--- src/rtl/brick_pkg.sv ---
// Shared types and default geometry for the brick-breaker game sequencer.
// Optional BRICK_PADDLE_SPIN_EN (used by brick_game_ctrl) adds contact-point steering on paddle hits.
package brick_pkg;

    typedef enum logic [1:0] {
        ST_IDLE = 2'd0,
        ST_PLAY = 2'd1,
        ST_OVER = 2'd2
    } game_state_t;

    localparam int DEF_TICK_DIV = 277777;
    localparam int DEF_SCREEN_W = 640;
    localparam int DEF_SCREEN_H = 480;
    localparam int DEF_PADDLE_W = 100;
    localparam int DEF_PADDLE_Y = 440;
    localparam int DEF_BALL_SZ  = 8;
    localparam int DEF_LIVES    = 3;

endpackage

--- src/rtl/motion_tick_gen.sv ---
// Free-running motion tick: counts 0..TICK_DIV, tick is high while the count sits at TICK_DIV.
module motion_tick_gen
    import brick_pkg::*;
#(
    parameter int TICK_DIV = DEF_TICK_DIV
) (
    input  logic clk,
    input  logic rst,
    output logic tick
);

    localparam int CW = (TICK_DIV < 1) ? 1 : $clog2(TICK_DIV + 1);

    logic [CW-1:0] cnt_q, cnt_d;
    logic          tick_q, tick_d;

    // tick_d looks at the next count so the registered pulse coincides with count == TICK_DIV
    always_comb begin
        cnt_d  = (cnt_q == CW'(TICK_DIV)) ? '0 : cnt_q + CW'(1);
        tick_d = (cnt_d == CW'(TICK_DIV));
    end

    always_ff @(posedge clk) begin
        if (rst) begin
            cnt_q  <= '0;
            tick_q <= 1'b0;
        end else begin
            cnt_q  <= cnt_d;
            tick_q <= tick_d;
        end
    end

    assign tick = tick_q;

endmodule

--- src/rtl/brick_game_ctrl.sv ---
// Brick-breaker game sequencer: paddle, ball, lives and game state advanced on a shared motion tick.
// Define BRICK_PADDLE_SPIN_EN to let a paddle hit steer dx from the contact point.
//
// state   | meaning
// --------+-----------------------------------------------
// ST_IDLE | ball parked on paddle, waiting for serve
// ST_PLAY | ball in flight, bounces and misses evaluated
// ST_OVER | no lives left, everything frozen until serve
module brick_game_ctrl
    import brick_pkg::*;
#(
    parameter int TICK_DIV = DEF_TICK_DIV,
    parameter int SCREEN_W = DEF_SCREEN_W,
    parameter int SCREEN_H = DEF_SCREEN_H,
    parameter int PADDLE_W = DEF_PADDLE_W,
    parameter int PADDLE_Y = DEF_PADDLE_Y,
    parameter int BALL_SZ  = DEF_BALL_SZ,
    parameter int LIVES    = DEF_LIVES
) (
    input  logic       clk,
    input  logic       rst,
    input  logic       key_left,
    input  logic       key_right,
    input  logic       serve,
    output logic [9:0] paddle_x,
    output logic [9:0] ball_x,
    output logic [9:0] ball_y,
    output logic [1:0] state,
    output logic [1:0] lives,
    output logic       tick,
    output logic       miss
);

    localparam logic [9:0] PAD_MAX = 10'(SCREEN_W - PADDLE_W);
    localparam logic [9:0] PAD_CTR = 10'((SCREEN_W - PADDLE_W) / 2);
    localparam logic [9:0] PARK_DX = 10'(PADDLE_W / 2 - BALL_SZ / 2);
    localparam logic [9:0] PARK_Y  = 10'(PADDLE_Y - BALL_SZ);
    localparam logic [9:0] X_MAX   = 10'(SCREEN_W - BALL_SZ);
    localparam logic [9:0] Y_MAX   = 10'(SCREEN_H - BALL_SZ);
    localparam logic [9:0] BSZ     = 10'(BALL_SZ);
    localparam logic [9:0] PW      = 10'(PADDLE_W);
    localparam logic [1:0] LIVES_INIT = 2'(LIVES);

    game_state_t state_q, state_d;
    logic [9:0]  paddle_x_q, paddle_x_d;
    logic [9:0]  ball_x_q, ball_x_d;
    logic [9:0]  ball_y_q, ball_y_d;
    logic        dx_neg_q, dx_neg_d;
    logic        dy_neg_q, dy_neg_d;
    logic [1:0]  lives_q, lives_d;
    logic        miss_q, miss_d;

    logic        tick_w;
    logic [9:0]  paddle_nx;
    logic        wall_x, hit, miss_cond, ndx_neg, ndy_neg;

    motion_tick_gen #(.TICK_DIV(TICK_DIV)) u_tick (
        .clk  (clk),
        .rst  (rst),
        .tick (tick_w)
    );

    always_comb begin
        paddle_nx = paddle_x_q;
        if (key_left && !key_right && paddle_x_q != 10'd0)
            paddle_nx = paddle_x_q - 10'd1;
        else if (key_right && !key_left && paddle_x_q < PAD_MAX)
            paddle_nx = paddle_x_q + 10'd1;

        // bounce decisions use the pre-tick paddle and ball positions
        wall_x    = (ball_x_q == 10'd0 && dx_neg_q) || (ball_x_q == X_MAX && !dx_neg_q);
        hit       = !dy_neg_q && (ball_y_q + BSZ == 10'(PADDLE_Y)) &&
                    (ball_x_q + BSZ > paddle_x_q) && (ball_x_q < paddle_x_q + PW);
        miss_cond = (ball_y_q == Y_MAX) && !dy_neg_q;

        ndx_neg = wall_x ? !dx_neg_q : dx_neg_q;
`ifdef BRICK_PADDLE_SPIN_EN
        if (hit && !wall_x)
            ndx_neg = (ball_x_q + BSZ / 10'd2) < (paddle_x_q + PW / 10'd2);
`endif
        ndy_neg = dy_neg_q;
        if (ball_y_q == 10'd0 && dy_neg_q)
            ndy_neg = 1'b0;
        else if (hit)
            ndy_neg = 1'b1;
    end

    always_comb begin
        state_d    = state_q;
        paddle_x_d = paddle_x_q;
        ball_x_d   = ball_x_q;
        ball_y_d   = ball_y_q;
        dx_neg_d   = dx_neg_q;
        dy_neg_d   = dy_neg_q;
        lives_d    = lives_q;
        miss_d     = 1'b0;

        unique case (state_q)
            ST_IDLE: begin
                if (tick_w)
                    paddle_x_d = paddle_nx;
                ball_x_d = paddle_x_d + PARK_DX;
                ball_y_d = PARK_Y;
                if (serve) begin
                    state_d  = ST_PLAY;
                    dx_neg_d = 1'b0;
                    dy_neg_d = 1'b1;
                end
            end
            ST_PLAY: begin
                if (tick_w) begin
                    paddle_x_d = paddle_nx;
                    if (miss_cond) begin
                        miss_d  = 1'b1;
                        lives_d = lives_q - 2'd1;
                        state_d = (lives_q == 2'd1) ? ST_OVER : ST_IDLE;
                    end else begin
                        dx_neg_d = ndx_neg;
                        dy_neg_d = ndy_neg;
                        ball_x_d = ndx_neg ? ball_x_q - 10'd1 : ball_x_q + 10'd1;
                        ball_y_d = ndy_neg ? ball_y_q - 10'd1 : ball_y_q + 10'd1;
                    end
                end
            end
            ST_OVER: begin
                if (serve) begin
                    state_d    = ST_IDLE;
                    lives_d    = LIVES_INIT;
                    paddle_x_d = PAD_CTR;
                    ball_x_d   = PAD_CTR + PARK_DX;
                    ball_y_d   = PARK_Y;
                    dx_neg_d   = 1'b0;
                    dy_neg_d   = 1'b1;
                end
            end
            default: state_d = ST_IDLE;
        endcase
    end

    always_ff @(posedge clk) begin
        if (rst) begin
            state_q    <= ST_IDLE;
            paddle_x_q <= PAD_CTR;
            ball_x_q   <= PAD_CTR + PARK_DX;
            ball_y_q   <= PARK_Y;
            dx_neg_q   <= 1'b0;
            dy_neg_q   <= 1'b1;
            lives_q    <= LIVES_INIT;
            miss_q     <= 1'b0;
        end else begin
            state_q    <= state_d;
            paddle_x_q <= paddle_x_d;
            ball_x_q   <= ball_x_d;
            ball_y_q   <= ball_y_d;
            dx_neg_q   <= dx_neg_d;
            dy_neg_q   <= dy_neg_d;
            lives_q    <= lives_d;
            miss_q     <= miss_d;
        end
    end

    assign paddle_x = paddle_x_q;
    assign ball_x   = ball_x_q;
    assign ball_y   = ball_y_q;
    assign state    = state_q;
    assign lives    = lives_q;
    assign tick     = tick_w;
    assign miss     = miss_q;

endmodule
--- config.mk ---
export PLATFORM = sky130hd
export DESIGN_NAME = brick_game_ctrl
export DESIGN_NICKNAME = d
export VERILOG_FILES = /design/src/rtl/brick_pkg.sv /design/src/rtl/motion_tick_gen.sv /design/src/rtl/brick_game_ctrl.sv
export SDC_FILE = /design/constraint.sdc
export NUM_CORES = 1
export LEC_CHECK = 0
export CELL_PAD_IN_SITES_DETAIL_PLACEMENT = 2
export CELL_PAD_IN_SITES_GLOBAL_PLACEMENT = 2
export CORE_ASPECT_RATIO = 0.7
export CORE_MARGIN = 2
export CORE_UTILIZATION = 35
export CTS_CLUSTER_DIAMETER = 30
export DETAILED_ROUTE_END_ITERATION = 10
export GPL_ROUTABILITY_DRIVEN = 0
export PLACE_DENSITY = 0.78
export SYNTH_ARGS = -nofsm -noshare
export SYNTH_HDL_FRONTEND = slang
export SYNTH_SLANG_ARGS = --single-unit
--- constraint.sdc ---
create_clock -name clk -period 4.9 [get_ports clk]
set_clock_uncertainty 0.05 [all_clocks]
set_input_delay 0.49 -clock clk [delete_from_list [all_inputs] [get_ports clk]]
set_output_delay 0.49 -clock clk [all_outputs]
set_load 0.02 [all_outputs]
After elaboration in Yosys (flattened, before gate mapping)
Cells that the tools add are included.
{ "word_totals": {"out_inout_bits": 36, "regBits": 57, "inputBits": 5, "word_cells": 110} }
{ "classes": {"n_addsub": 12, "magnitude_cmp": 3, "n_mux": 39, "n_bitwise": 2, "reduce_logical": 30, "eq_ne": 14} }
{ "ops": {"columns": ["op", "n"], "rows": [
  ["$mux W10", 13],
  ["$pmux W10 S3", 3],
  ["$eq A19 B19 Y1 const B", 2],
  ["$add A10 B1 Y10 const B", 3],
  ["$sub A10 B1 Y10 const B", 3],
  ["$add A10 B4 Y10 const B", 2],
  ["$eq A10 B9 Y1 const B", 2],
  ["$logic_not A10 Y1", 2],
  ["$add A19 B1 Y19 const B", 1],
  ["$mux W19", 1],
  ["$mux W2", 8],
  ["$reduce_and A4 Y1", 4],
  ["$logic_and A1 B1 Y1", 11],
  ["$add A10 B6 Y10 const B", 1],
  ["$add A10 B7 Y10 const B", 1],
  ["$eq A10 B10 Y1 const B", 1],
  ["$gt A10 B10 Y1", 1],
  ["$lt A10 B10 Y1", 1],
  ["$lt A10 B10 Y1 const B", 1],
  ["$mux W1", 10],
  ["$reduce_bool A10 Y1", 1],
  ["$ne A2 B2 Y1 const B", 4],
  ["$pmux W2 S3", 1],
  ["$eq A2 B1 Y1 const B", 2],
  ["14 further kinds", 21]
]} }

Depth between registers and ports, before layout
Gate-level depths: netlist (run 1).
{ "logic_depth": {"depth_word": 11, "ltp_mapped": 20, "depth_no_buf": 20} }

Cells and area by module
A second synthesis (run 1) with hierarchy kept.
{ "unflattened": {"cells_unflattened": 631, "area_unflattened_um2": 4850.9} }
{ "by_module_without_submodules": {"columns": ["mod", "seq_area_each_um2", "area_per_inst_um2", "cells_each", "instances"], "rows": [
  ["brick_game_ctrl", 740.7, 3761.1, 500, 1],
  ["motion_tick_gen", 400.4, 1089.8, 131, 1]
]} }

Worst setup path after synthesis (run 1)
No wires, ideal clock.
{ "synth_timing": {"kind": "reg-to-reg", "from": "reg paddle_x_q[4], in the netlist paddle_x[4]", "to": "reg ball_y_q[9], in the netlist ball_y[9]", "t_arrival_ps": 4300, "synth_period_minus_slack_ps": 4415, "n_path_buf": 1, "path_stages_with_launch": 20, "required_time_ps": 4785, "setup_ps": 65, "path_slack_ps": 485, "path_cell_list": "dfxtp_1 > buf_4 > nand3_1 > a21oi_1 > xnor2_1 > ha_1 > a21oi_1 > nand4b_1 > a311oi_1 > nand4_1 > o21ai_1 > ha_1 > a21o_1 > a21oi_1 > o21ai_0 > o41ai_1 > o21ai_0 > nor3b_1 > mux2i_1 > nand4b_1"} }
{ "synth_between": {"elab_chain_len": 9, "elab_cells_between_ends": 11, "classes_between": "1 x add/sub; 2 x order compare; 6 x mux; 2 x reduce/logical"} }
{ "synth_rtl": {"columns": ["item", "line_no", "source"], "rows": [
  ["from (decl)", "brick_game_ctrl.sv:45", "logic [9:0] paddle_x_q, paddle_x_d;"],
  ["from (signal assigned)", "brick_game_ctrl.sv:152", "paddle_x_q <= paddle_x_d;"],
  ["$add A10 B7 Y10 / $gt A10 B10 Y1 (equally long branches)", "brick_game_ctrl.sv:73", "(ball_x_q + BSZ > paddle_x_q) && (ball_x_q < paddle_x_q + PW);"],
  ["$lt A10 B10 Y1 / $logic_and A1 B1 Y1 (equally long branches)", "brick_game_ctrl.sv:73, brick_game_ctrl.sv:72", null],
  ["$logic_and A1 B1 Y1 (*)", "brick_game_ctrl.sv:73", null],
  ["$mux W1 (*)", "brick_game_ctrl.sv:84", "else if (hit)"],
  ["$mux W1 (*)", "brick_game_ctrl.sv:82", "if (ball_y_q == 10'd0 && dy_neg_q)"],
  ["$mux W10 (*)", "brick_game_ctrl.sv:121", "ball_y_d = ndy_neg ? ball_y_q - 10'd1 : ball_y_q + 10'd1;"],
  ["$mux W10 (*)", "brick_game_ctrl.sv:113", "if (miss_cond) begin"],
  ["$mux W10 (*)", "brick_game_ctrl.sv:111", "if (tick_w) begin"],
  ["$pmux W10 S3 (*)", "brick_game_ctrl.sv:98", "unique case (state_q)"],
  ["to (signal assigned)", "brick_game_ctrl.sv:154", "ball_y_q <= ball_y_d;"],
  ["to (decl)", "brick_game_ctrl.sv:47", "logic [9:0] ball_y_q, ball_y_d;"]
]} }
Mark *: on every way between the ends. The rest lies on a longest branch, timed or not. The select of a mux whose other input is x is not followed.
A chain may end at the register's enable or synchronous reset.

Worst setup path in the final report (run 1)
{ "layout_timing": {"from": "reg ball_x_q[4], in the netlist ball_x[4]", "to": "reg ball_y_q[8], in the netlist ball_y[8]"} }
{ "layout_between": {"elab_chain_len": 10, "elab_cells_between_ends": 11, "classes_between": "1 x add/sub; 2 x order compare; 6 x mux; 2 x reduce/logical"} }
{ "layout_rtl": {"columns": ["item", "line_no", "source"], "rows": [
  ["from (decl)", "brick_game_ctrl.sv:46", "logic [9:0] ball_x_q, ball_x_d;"],
  ["from (signal assigned)", "brick_game_ctrl.sv:144", "ball_x_q <= PAD_CTR + PARK_DX;"],
  ["from (signal assigned)", "brick_game_ctrl.sv:153", "ball_x_q <= ball_x_d;"],
  ["$add A10 B4 Y10", "brick_game_ctrl.sv:73", null],
  ["$gt A10 B10 Y1", "brick_game_ctrl.sv:73", null],
  ["$logic_and A1 B1 Y1", "brick_game_ctrl.sv:72", "hit = !dy_neg_q && (ball_y_q + BSZ == 10'(PADDLE_Y)) &&"],
  ["$logic_and A1 B1 Y1 (*)", "brick_game_ctrl.sv:73", null],
  ["$mux W1 (*)", "brick_game_ctrl.sv:84", null],
  ["$mux W1 (*)", "brick_game_ctrl.sv:82", null],
  ["$mux W10 (*)", "brick_game_ctrl.sv:121", null],
  ["$mux W10 (*)", "brick_game_ctrl.sv:113", null],
  ["$mux W10 (*)", "brick_game_ctrl.sv:111", null],
  ["$pmux W10 S3 (*)", "brick_game_ctrl.sv:98", null]
]} }
Marked as above.

==> key figures, run 1 <==
Synth
  – Synth Warn #: 0
  – Post-Syn Nets: 679
  – Syn Inst Count: 624
  – Compound-Gate Fraction of Synth Area: 21.8%
  – Synth Area in Simple Gates: 25.6%
  – Top post-synthesis cells by area: dfxtp_1 (23%), ha_1 (12%), xnor2_1 (7.4%), nor2_1 (5.4%), a21oi_1 (4.7%)
  – Leading area contributor after synthesis: dfxtp_1
  – Number of flops mapped to enable cells by yosys: 0
  – Post-synth top area share: 23.5%
  – Synthesized cell area: 4860 sq um
  – Synth Area in Adders: 13.2%
  – Cell with the most instances after synthesis: nor2_1
  – Yosys cell types: 75
  – Syn_area_per_cell: 7.78 sq um
  – Async set-reset flop share out of synthesis: 0%
  – Number of synthesized register bits: 57
  – Proportion of synthesized area in mux cells: 0.825%
  – Seq/Total Area, Yosys: 23.5%
  – Post-Synth XOR/XNOR Area: 9.71%
  – Post-synth top cells: nor2_1 (70), dfxtp_1 (57), nand2_1 (57), ha_1 (48), a21oi_1 (46)
  – Main combinational cell family by area after synthesis: simple AND/OR/NAND/NOR gates
  – Post-synth top flop: dfxtp_1

Route
  – Initial DRC Count: 343
  – Drt pass-1 iters: 6
  – Drt total wl: 19400 microns
  – Vias: 4925
  – Drt wl/cell: 23.0 microns
  – Final ANT Viol Nets: 0
  – Drt drc: 0
  – Vias per cell: 5.83

Clock tree
  – H-tree levels: 3
  – # clock sinks: 57
  – Post-CTS Hold Buffers: 0
  – CTS Buf Count: 9
  – Clock-pin transition on the worst setup and hold timing paths: 0.06 ns
  – CTS tree: built
  – Setup Fix Bufs, Post-CTS: 0
  – Worst-skew pair later-pin latency: 0.35 ns
  – Clock tree buffer depth: 2
  – Clock Tree Root: clkbuf_16

GRT
  – Global-route wire length before repair: 30900 microns
  – Total congestion overflow: 0
  – Vias in the first global route: 5366
  – Antenna violations before repair: 0
  – Pin count of the biggest net entering global routing: 23
  – Gr usage total: 27.5%

Pwr
  – Leak Pwr: 2.13 nW
  – Peak VDD IR: 0.000159 V
  – Pwr Density: 285 nW/um^2

Critical path
  – Worst Reg-to-Reg Cells: 19
  – CP Launch Type: register
  – Req. time, crit path: 5.12 ns
  – Max Fanout on Critical Path: 12
  – CP endpoint kind: register
  – CP Data Arrival Time: 4.86 ns
  – WS Path Type: register to register

Cells and area
  – Area Growth Syn to Fin: 17.9%
  – Layout cells sized above 1: 7.88%
  – Multi-input logic area: 3460 sq um
  – # nets final: 710
  – Antenna cells: 0
  – Fin util: 42.9%
  – Filler Cell Count: 1545
  – Register area: 1140 sq um

STA
  – RSZ-0062 raised after global routing: false
  – Setup Total Neg Slack: 0 ns
  – Worst Max-Slew Pin Slew: 0.889 ns
  – Fmax: 215 MHz
  – # setup viols final: 0
  – Slew Viols, Final: 0
  – Slew headroom: 39.9%
  – Min Tclk post-route: 4.65 ns
  – Final hold viol count: 0
  – Post-route clock period utilization: 94.8%

Floorplanning
  – # IOs: 41
  – Initial Util: 36.4%
  – Core box area: 13400 sq um
  – Num rows: 35
  – Die Ht: 103 microns
  – Die area: 14800 sq um
  – Chip Width: 145 microns

Place
  – HPWL Detailed: 14500 microns
  – IO buf count: 40

Run status
  – Status: finished clean

Job
  – Max cap viols: 0

Hold path
  – Hold path cells: 2
  – Hold crit path type: register to register
metrics by stage:
| stage | std cells | total power [mW] | hold slack, ns | setup slack (ns) | instance area [sq um] |
|---|---|---|---|---|---|
| after floorplan | 624 | 0.791 | 0.408 | 0.485 | 4860 |
| final | 845 | 1.63 | 0.485 | 0.253 | 5720 |
| after global routing | 845 | 1.70 | 0.512 | 0.0120 | 5720 |
| after CTS | 845 | 1.63 | 0.479 | 0.175 | 5710 |
| after global placement | 829 | 0.924 | 0.451 | 0.693 | 5410 |
| after detailed placement | 829 | 0.952 | 0.467 | 0.255 | 5410 |
final timing paths:
path,to,startpoint,slack (ns)
worst max-delay path,ball_y[8]$_SDFFE_PP1P_,ball_x[4]$_SDFFE_PP1P_,0.25
worst min-delay path,ball_y[2]$_SDFFE_PP0P_,ball_y[2]$_SDFFE_PP0P_,0.48
worst max register to register,ball_y[8]$_SDFFE_PP1P_,ball_x[4]$_SDFFE_PP1P_,0.25
worst min register to register,ball_y[2]$_SDFFE_PP0P_,ball_y[2]$_SDFFE_PP0P_,0.48
where the power goes:
part / internal, mW / switching, mW / total [mW]
Sequential: 0.484 / 0.0416 / 0.526
Clock: 0.411 / 0.256 / 0.667
Combinational: 0.169 / 0.268 / 0.436
Total: 1.06 / 0.565 / 1.63
cells in the final DEF, fill, tap and decap left out, types with 6 or more instances in the layout:
cell	Yosys	final
or3_1	6	6
nand4_1	11	11
a21o_1	6	6
nor2_1	70	70
a21oi_1	46	46
inv_1	34	34
dfxtp_1	57	55
clkdlybuf4s50_1	0	40
or2_2	7	7
nand2_1	57	57
a211oi_1	6	6
o22ai_1	9	9
nor3_1	15	15
clkbuf_16	0	9
ha_1	48	48
nor4_1	10	10
nand3_1	31	31
xnor2_1	41	41
o21ai_0	26	24
buf_4	2	7
xor2_1	11	11
state kept, by name, summed over array words and instances, names as in the netlist:
signal	flops
u_tick.cnt_q	19
ball_x	10
ball_y	10
paddle_x	10
lives	2
state	2
dx_neg_q	1
dy_neg_q	1
miss	1
u_tick.tick	1
repair_timing:
item / CTS / global route
resized for setup: 0 / 5
endpoints found under the setup margin: 0 / 2
endpoints found under the hold margin: 0 / 0
worst max-delay path: stages (launching register included):
cell      delay (ns)
dfxtp_1         0.54
ha_1            0.31
nand4_1         0.15
xnor2_1         0.18
ha_1            0.36
nand4_1         0.16
nor3_1          0.44
a21oi_1         0.10
nand4_1         0.12
o21ai_1         0.10
buf_4           0.21
fa_1            0.43
a21o_1          0.20
a21oi_1         0.26
o21bai_1        0.09
a21oi_1         0.24
o21bai_1        0.09
a21oi_1         0.25
nor4_1          0.08
a211oi_1        0.19
final cells by class:
| cell class | instances | area share, % |
|---|---|---|
| clock inverter | 5 | 1.11 |
| sequential | 57 | 20.0 |
| inverter | 34 | 2.23 |
| timing repair buffer | 47 | 7.91 |
| tap | 185 | 4.04 |
| clock buffer | 11 | 4.24 |
| multi-input combinational | 506 | 60.5 |
cells by family (layout without fill, tap and decap cells):
logic type | count (synthesis) | after routing
AO/OA/AOI/OAI | 153 | 153
XOR/XNOR | 53 | 53
adder cells (fa/ha/maj) | 50 | 50
buffers and inverters | 61 | 97
flip-flops | 57 | 57
multiplexers | 4 | 4
AND/OR/NAND/NOR | 246 | 246
routing by layer:
layer	vias up	global-route usage (%)	part of all wire, %
met5	-	0	0
met4	0	7.17	1.8
met3	31	5.43	5.2
met2	125	42.9	44
met1	2468	38.9	49
li1	2301	-	-
Power figures use the tool's default switching activity.
==> inputs of run 2 (changes only) <==
Settings changed: CTS_CLUSTER_SIZE set to 20.
==> results of run 2 <==
The final DEF is identical to that of run 1; final timing and power are the same.
==> inputs of run 3 (changes only) <==
Settings changed: CTS_CLUSTER_DIAMETER 30 to 150.
==> results of run 3 <==
The final DEF is identical to that of run 1; final timing and power are the same.
